$ cat src/rtl/fb_pixel_writer.sv
// Framebuffer write-side sink: sequences one render per frame, clips the renderer's
// pixel stream, buffers it in a small FIFO and issues linear-address writes over valid/ready.
module fb_pixel_writer #(
    parameter int CORDW      = 16,
    parameter int CIDXW      = 4,
    parameter int WIDTH      = 320,
    parameter int HEIGHT     = 180,
    parameter int ADDRW      = $clog2(WIDTH*HEIGHT),
    parameter int FIFO_DEPTH = 4
) (
    input  logic                    clk,
    input  logic                    rst_n,
    input  logic                    frame,
    output logic                    render_start,
    input  logic                    render_done,
    input  logic signed [CORDW-1:0] x,
    input  logic signed [CORDW-1:0] y,
    input  logic [CIDXW-1:0]        cidx,
    input  logic                    drawing,
    output logic                    oe,
    output logic                    mem_we,
    input  logic                    mem_grant,
    output logic [ADDRW-1:0]        mem_addr,
    output logic [CIDXW-1:0]        mem_din,
    output logic                    busy,
    output logic                    frame_done,
    output logic                    overflow
);

    localparam int XW = (WIDTH  > 1) ? $clog2(WIDTH)  : 1;
    localparam int YW = (HEIGHT > 1) ? $clog2(HEIGHT) : 1;
    localparam int PW = $clog2(FIFO_DEPTH);
    localparam int CW = PW + 1;
    localparam int EW = XW + YW + CIDXW;

    typedef enum logic [1:0] {
        IDLE,
        RENDER,
        DRAIN,
        DONE
    } state_t;

    state_t state_reg;

    logic [EW-1:0] fifo_mem [FIFO_DEPTH];
    logic [PW-1:0] wr_ptr_reg;
    logic [PW-1:0] rd_ptr_reg;
    logic [CW-1:0] count_reg;

    logic              pixel_ok;
    logic              fifo_full;
    logic              fifo_empty;
    logic              push_en;
    logic              pop_en;
    logic              out_free;
    logic              drain_ok;
    logic [EW-1:0]     head_entry;
    logic [XW-1:0]     head_x;
    logic [YW-1:0]     head_y;
    logic [CIDXW-1:0]  head_c;
    logic [ADDRW-1:0]  addr_next;

    // Negative coordinates are caught by the sign bit; the unsigned compare handles the far edges.
    assign pixel_ok = drawing
                    && !x[CORDW-1] && !y[CORDW-1]
                    && ($unsigned(x) < CORDW'(WIDTH))
                    && ($unsigned(y) < CORDW'(HEIGHT));

    assign fifo_full  = (count_reg == CW'(FIFO_DEPTH));
    assign fifo_empty = (count_reg == '0);
    assign oe         = (count_reg < CW'(FIFO_DEPTH - 1));

    assign push_en  = pixel_ok && !fifo_full;
    assign out_free = !mem_we || mem_grant;
    assign pop_en   = out_free && !fifo_empty;

    // Nothing buffered, nothing arriving, and the output request is gone or leaving now.
    assign drain_ok = fifo_empty && !push_en && out_free;

    assign head_entry = fifo_mem[rd_ptr_reg];
    assign head_x     = head_entry[EW-1 -: XW];
    assign head_y     = head_entry[CIDXW +: YW];
    assign head_c     = head_entry[CIDXW-1:0];
    assign addr_next  = ADDRW'(head_y) * ADDRW'(WIDTH) + ADDRW'(head_x);

    always_ff @(posedge clk) begin
        if (push_en) begin
            fifo_mem[wr_ptr_reg] <= {x[XW-1:0], y[YW-1:0], cidx};
        end
    end

    always_ff @(posedge clk or negedge rst_n) begin
        if (!rst_n) begin
            wr_ptr_reg <= '0;
            rd_ptr_reg <= '0;
            count_reg  <= '0;
            overflow   <= 1'b0;
        end else begin
            if (push_en) begin
                wr_ptr_reg <= wr_ptr_reg + 1'b1;
            end
            if (pop_en) begin
                rd_ptr_reg <= rd_ptr_reg + 1'b1;
            end
            if (push_en && !pop_en) begin
                count_reg <= count_reg + 1'b1;
            end else if (!push_en && pop_en) begin
                count_reg <= count_reg - 1'b1;
            end
            if (pixel_ok && fifo_full) begin
                overflow <= 1'b1;
            end
        end
    end

    // Output register: the request stays frozen until the memory grants it.
    always_ff @(posedge clk or negedge rst_n) begin
        if (!rst_n) begin
            mem_we   <= 1'b0;
            mem_addr <= '0;
            mem_din  <= '0;
        end else if (pop_en) begin
            mem_we   <= 1'b1;
            mem_addr <= addr_next;
            mem_din  <= head_c;
        end else if (mem_we && mem_grant) begin
            mem_we <= 1'b0;
        end
    end

    always_ff @(posedge clk or negedge rst_n) begin
        if (!rst_n) begin
            state_reg    <= IDLE;
            render_start <= 1'b0;
            busy         <= 1'b0;
            frame_done   <= 1'b0;
        end else begin
            render_start <= 1'b0;
            frame_done   <= 1'b0;
            case (state_reg)
                IDLE: begin
                    if (frame) begin
                        render_start <= 1'b1;
                        busy         <= 1'b1;
                        state_reg    <= RENDER;
                    end
                end
                RENDER: begin
                    if (render_done) begin
                        state_reg <= DRAIN;
                    end
                end
                DRAIN: begin
                    if (drain_ok) begin
                        frame_done <= 1'b1;
                        state_reg  <= DONE;
                    end
                end
                DONE: begin
                    busy      <= 1'b0;
                    state_reg <= IDLE;
                end
                default: begin
                    busy      <= 1'b0;
                    state_reg <= IDLE;
                end
            endcase
        end
    end

endmodule

$ cat config.mk
export PLATFORM = sky130hd
export DESIGN_NAME = fb_pixel_writer
export DESIGN_NICKNAME = d
export VERILOG_FILES = /design/src/rtl/fb_pixel_writer.sv
export SDC_FILE = /design/constraint.sdc
export NUM_CORES = 1
export LEC_CHECK = 0
export CAP_MARGIN = 25
export CORE_ASPECT_RATIO = 0.6
export CORE_MARGIN = 5
export CORE_UTILIZATION = 55
export DETAILED_ROUTE_END_ITERATION = 8
export PLACE_DENSITY_LB_ADDON = 0.08
export RECOVER_POWER = 100
export SYNTH_ARGS = -nofsm -noshare
export SYNTH_HDL_FRONTEND = slang
export SYNTH_SLANG_ARGS = --single-unit
$ cat constraint.sdc
create_clock -name clk -period 4 [get_ports clk]
set_input_delay 0.4 -clock clk [delete_from_list [all_inputs] [get_ports clk]]
set_output_delay 0.4 -clock clk [all_outputs]
set_load 0.01 [all_outputs]
==> reports/qor.log <==
INFO  status         failing_checks=capacitance limit, slew limit
INFO  setup_path     worst_path_arrival=3.54ns
INFO  final_layout   largest_register_ffs=84
INFO  yosys          yosysUniqueCellTypes=42
INFO  setup_path     worstPathCellList=dlygate4sd3_1 > o211a_1 > o21ai_0 > nand4_1 > a21oi_1 > and2_0 > clkbuf_1
INFO  detailed_routing wl_per_cell=17.5µm
INFO  place          post_dp_area=0.00595mm²
INFO  yosys          synth_simple_gate_area_share=0.0758
INFO  timing         fmax=0.283GHz
INFO  yosys          synthXorXnorAreaFrac=0.0292
INFO  cts            cts_root_buf=clkbuf_16
INFO  yosys          syn-cell-area=0.00510mm²
INFO  final_layout   design.final.nets=482
INFO  final_layout   postLayoutCellArea=0.00650mm²
INFO  final_layout   largest_register=fifo_mem
INFO  cts            tritoncts_clock_tree=done
INFO  grt            grt_max_degree=35
INFO  final_layout   layout_common_cells=84 x edfxtp_1, 50 x nand2_1, 47 x dlygate4sd3_1
INFO  status         status=finished, violations left
INFO  setup_path     maximum_fanout_along_the_worst_path=21
INFO  final_layout   final.fill_count=599
INFO  setup_path     setup.worst_path.class=in -> reg
INFO  cts            cts.sinks=118
INFO  grt            grt.overflow.total=0
INFO  cts            worstSkewPairLatency=0.40ns
INFO  yosys          synth_fp_nets=395
INFO  place          place_hpwl=6330µm
INFO  yosys          synth.yosys.seq_area_share=0.662
INFO  timing         timing_hold_violations_final=0
INFO  timing         worst_clock_skew=0.00819ns
INFO  timing         setup-violations-final=0
INFO  detailed_routing drt_iter0_drc=181
INFO  worst_hold_path worst_hold_path_type=reg -> reg
INFO  setup_path     r2r_end=mem_addr[15]
INFO  final_layout   layout_commonest_cell=edfxtp_1
INFO  yosys          synth.area.mux_share=0.0999
INFO  cts            clock_tree.buffer_depth=2
INFO  yosys          syn_inst_count=326
INFO  timing         final_max_slew_viol_count=35
INFO  yosys          async_flop_share=0.288
INFO  timing         final.period_utilization=0.884
INFO  floorplan      design.core.area=0.00912mm²
INFO  timing         worst-slew-pin-transition=1.95ns
INFO  yosys          synth-edff-count=84
INFO  setup_path     critical-path-top-delay-family=buffers and inverters
INFO  place          port_buffers=67
INFO  floorplan      initial_core_util=0.559
INFO  final_layout   largest_registers=fifo_mem x84, mem_addr x16, mem_din x4
INFO  detailed_routing vias_post_dr=2915
INFO  final_layout   layout-drive-gt1-share=0.136
INFO  setup_path     crit_path_top_delay_cell=clkbuf_1
INFO  yosys          ys.warnings.count=0
INFO  cts            postCtsSetupBuffers=0
INFO  detailed_routing ant_nets=0
INFO  power          vdd_drop_max=0.516mV
INFO  floorplan      dieArea=0.0114mm²
INFO  cts            number_of_buffers_created_by_cts=17
INFO  grt            first_global_vias=3037
INFO  detailed_routing drt-vias-per-instance=5.38
INFO  final_layout   antennaDiodeCount=0
INFO  floorplan      dieWidth=134µm
INFO  timing         unrepaired_setup_endpoints_after_global_routing=false
INFO  yosys          yosys.area_share.adder=0.0707
INFO  detailed_routing drt-pass1-iter-count=4
INFO  worst_hold_path hold_path_startpoint=mem_addr[3]
INFO  cts            cts_hold_buf=0
INFO  grt            grt_first_pass_wirelength=15900µm
INFO  grt            number_of_antenna_violations_at_the_first_check_in_global_routing=0
INFO  cts            post_cts_resize_count=0
INFO  setup_path     cp.buffers_inverters=2
INFO  yosys          yosys_register_bits=118
INFO  floorplan      die_h=84.6µm
INFO  cts            clk_transition_reported_paths=0.05ns
INFO  job            drv.max_cap_violation_count=1
INFO  detailed_routing totalWireLength=9490µm
INFO  setup_path     length_in_cells_of_the_worst_reg_to_reg_path=10
INFO  final_layout   synthToLayoutAreaGrowth=27.6%
INFO  setup_path     slowest_delay=1.02ns
INFO  worst_hold_path min_path_cells=2
INFO  setup_path     setup.worst_path.start_class=primary input
INFO  setup_path     critPathCaptureType=flop
INFO  power          pwr_density_cell=789mW/mm²
INFO  worst_hold_path holdPathEnd=mem_addr[3]
INFO  setup_path     r2r_start=rd_ptr_reg[0]
INFO  place          globalplace.congestion=0.740
INFO  floorplan      io-pin-count=68
INFO  yosys          largest_family_of_logic_cells_by_synthesized_area=multiplexers
INFO  detailed_routing remaining_drc_errors=0
INFO  power          total_power=5130µW
INFO  power          power_leakage=0.00252µW
INFO  yosys          synth_compound_area_frac=0.0449
INFO  grt            global_route.usage.total=0.187
INFO  setup_path     req_time_crit_path=4.00ns
INFO  timing         fin_setup_tns=0ns
INFO  timing         max_slew_margin=-0.302
INFO  timing         timing.final.crit_period=3.54ns
INFO  setup_path     worst_setup_slack_for_register_to_register_paths=0.47ns
INFO  yosys          ys_dominant_reg_cell=edfxtp_1
INFO  cts            cts_htree_levels=4
INFO  floorplan      placementRows=27
INFO  yosys          postSynthAreaPerCell=15.6µm²
[area by class of cell]
cell class	instances	area (µm²)	area share
flip-flops and latches	118	3370	0.519
multi-input cells	185	1610	0.247
repair buffers	77	718	0.110
clock buffers	17	425	0.0654
clock inverters	15	184	0.0283
well taps	116	145	0.0223
inverters	14	52.6	0.00808
[stage by stage]
stage	util	cells	setup slack (ns)	hold slack, ns
3_3_place_gp	0.652	510	0.580	0.457
3_5_place_dp	0.652	510	0.499	0.461
4_1_cts	0.719	542	0.462	0.114
5_1_grt	0.713	542	0.167	0.496
2_1_floorplan	-	326	0.715	0.104
6_report	0.713	542	0.463	0.464
[how the worst max path moves through the flow]
stage	start	end	slack [ns]	cells past startpoint
2_1_floorplan	rd_ptr_reg[0]	mem_addr[15]	0.72	12
4_1_cts	rd_ptr_reg[0]	mem_addr[15]	0.46	10
5_1_grt	rd_ptr_reg[0]	mem_addr[14]	0.17	10
3_5_place_dp	rd_ptr_reg[0]	mem_addr[15]	0.50	10
3_3_place_gp	rd_ptr_reg[0]	mem_addr[15]	0.58	10
6_report	y[3]	fifo_mem[3][5]	0.46	7
[routing by layer]
metal,vias to the layer above,wire (µm),GRT usage
li1,1394,-,-
met1,1424,4630,0.272
met2,91,4180,0.267
met3,6,618,0.0719
met4,0,57,0.0499
met5,-,0,0
[synth_stat cells, types with 2 or more instances]
cell type | count | area, µm²
o21ai_0 | 16 | 80.1
xor2_1 | 11 | 96.3
ha_1 | 24 | 300
buf_1 | 2 | 7.51
a21oi_1 | 4 | 20.0
nor2_1 | 13 | 48.8
a211oi_1 | 4 | 30.0
buf_2 | 3 | 15.0
clkbuf_1 | 4 | 15.0
and2_1 | 5 | 31.3
dfrtp_1 | 34 | 851
mux4_2 | 21 | 473
fa_1 | 3 | 60.1
nor2b_1 | 2 | 12.5
nand3_1 | 2 | 10.0
inv_1 | 14 | 52.6
nand2_1 | 50 | 188
xnor2_1 | 6 | 52.6
o21bai_1 | 2 | 15.0
edfxtp_1 | 84 | 2520
[cells by family after synthesis]
kind of cell / after synthesis
DFF: 118
and+or+nand+nor: 83
AOI/OAI and AO/OA: 34
adders and majority gates: 27
muxes: 24
buffers and inverters: 23
xor gates and xnor gates: 17
[report_power, final]
group	leakage (µW)	internal [µW]	switching [µW]
clock	0.000297	1030	522
combinational	0.00106	955	1010
sequential	0.00116	1470	139
total	0.00252	3460	1670
[worst register-to-register path: cells and delay by family, from the launching register on]
family	cells	cell delay, ns
adders and majority gates	3	0.95
DFF	1	0.71
xor gates and xnor gates	2	0.40
and+or+nand+nor	2	0.25
muxes	1	0.63
AOI/OAI and AO/OA	2	0.41
No activity file was read; power rests on OpenSTA's default activity.
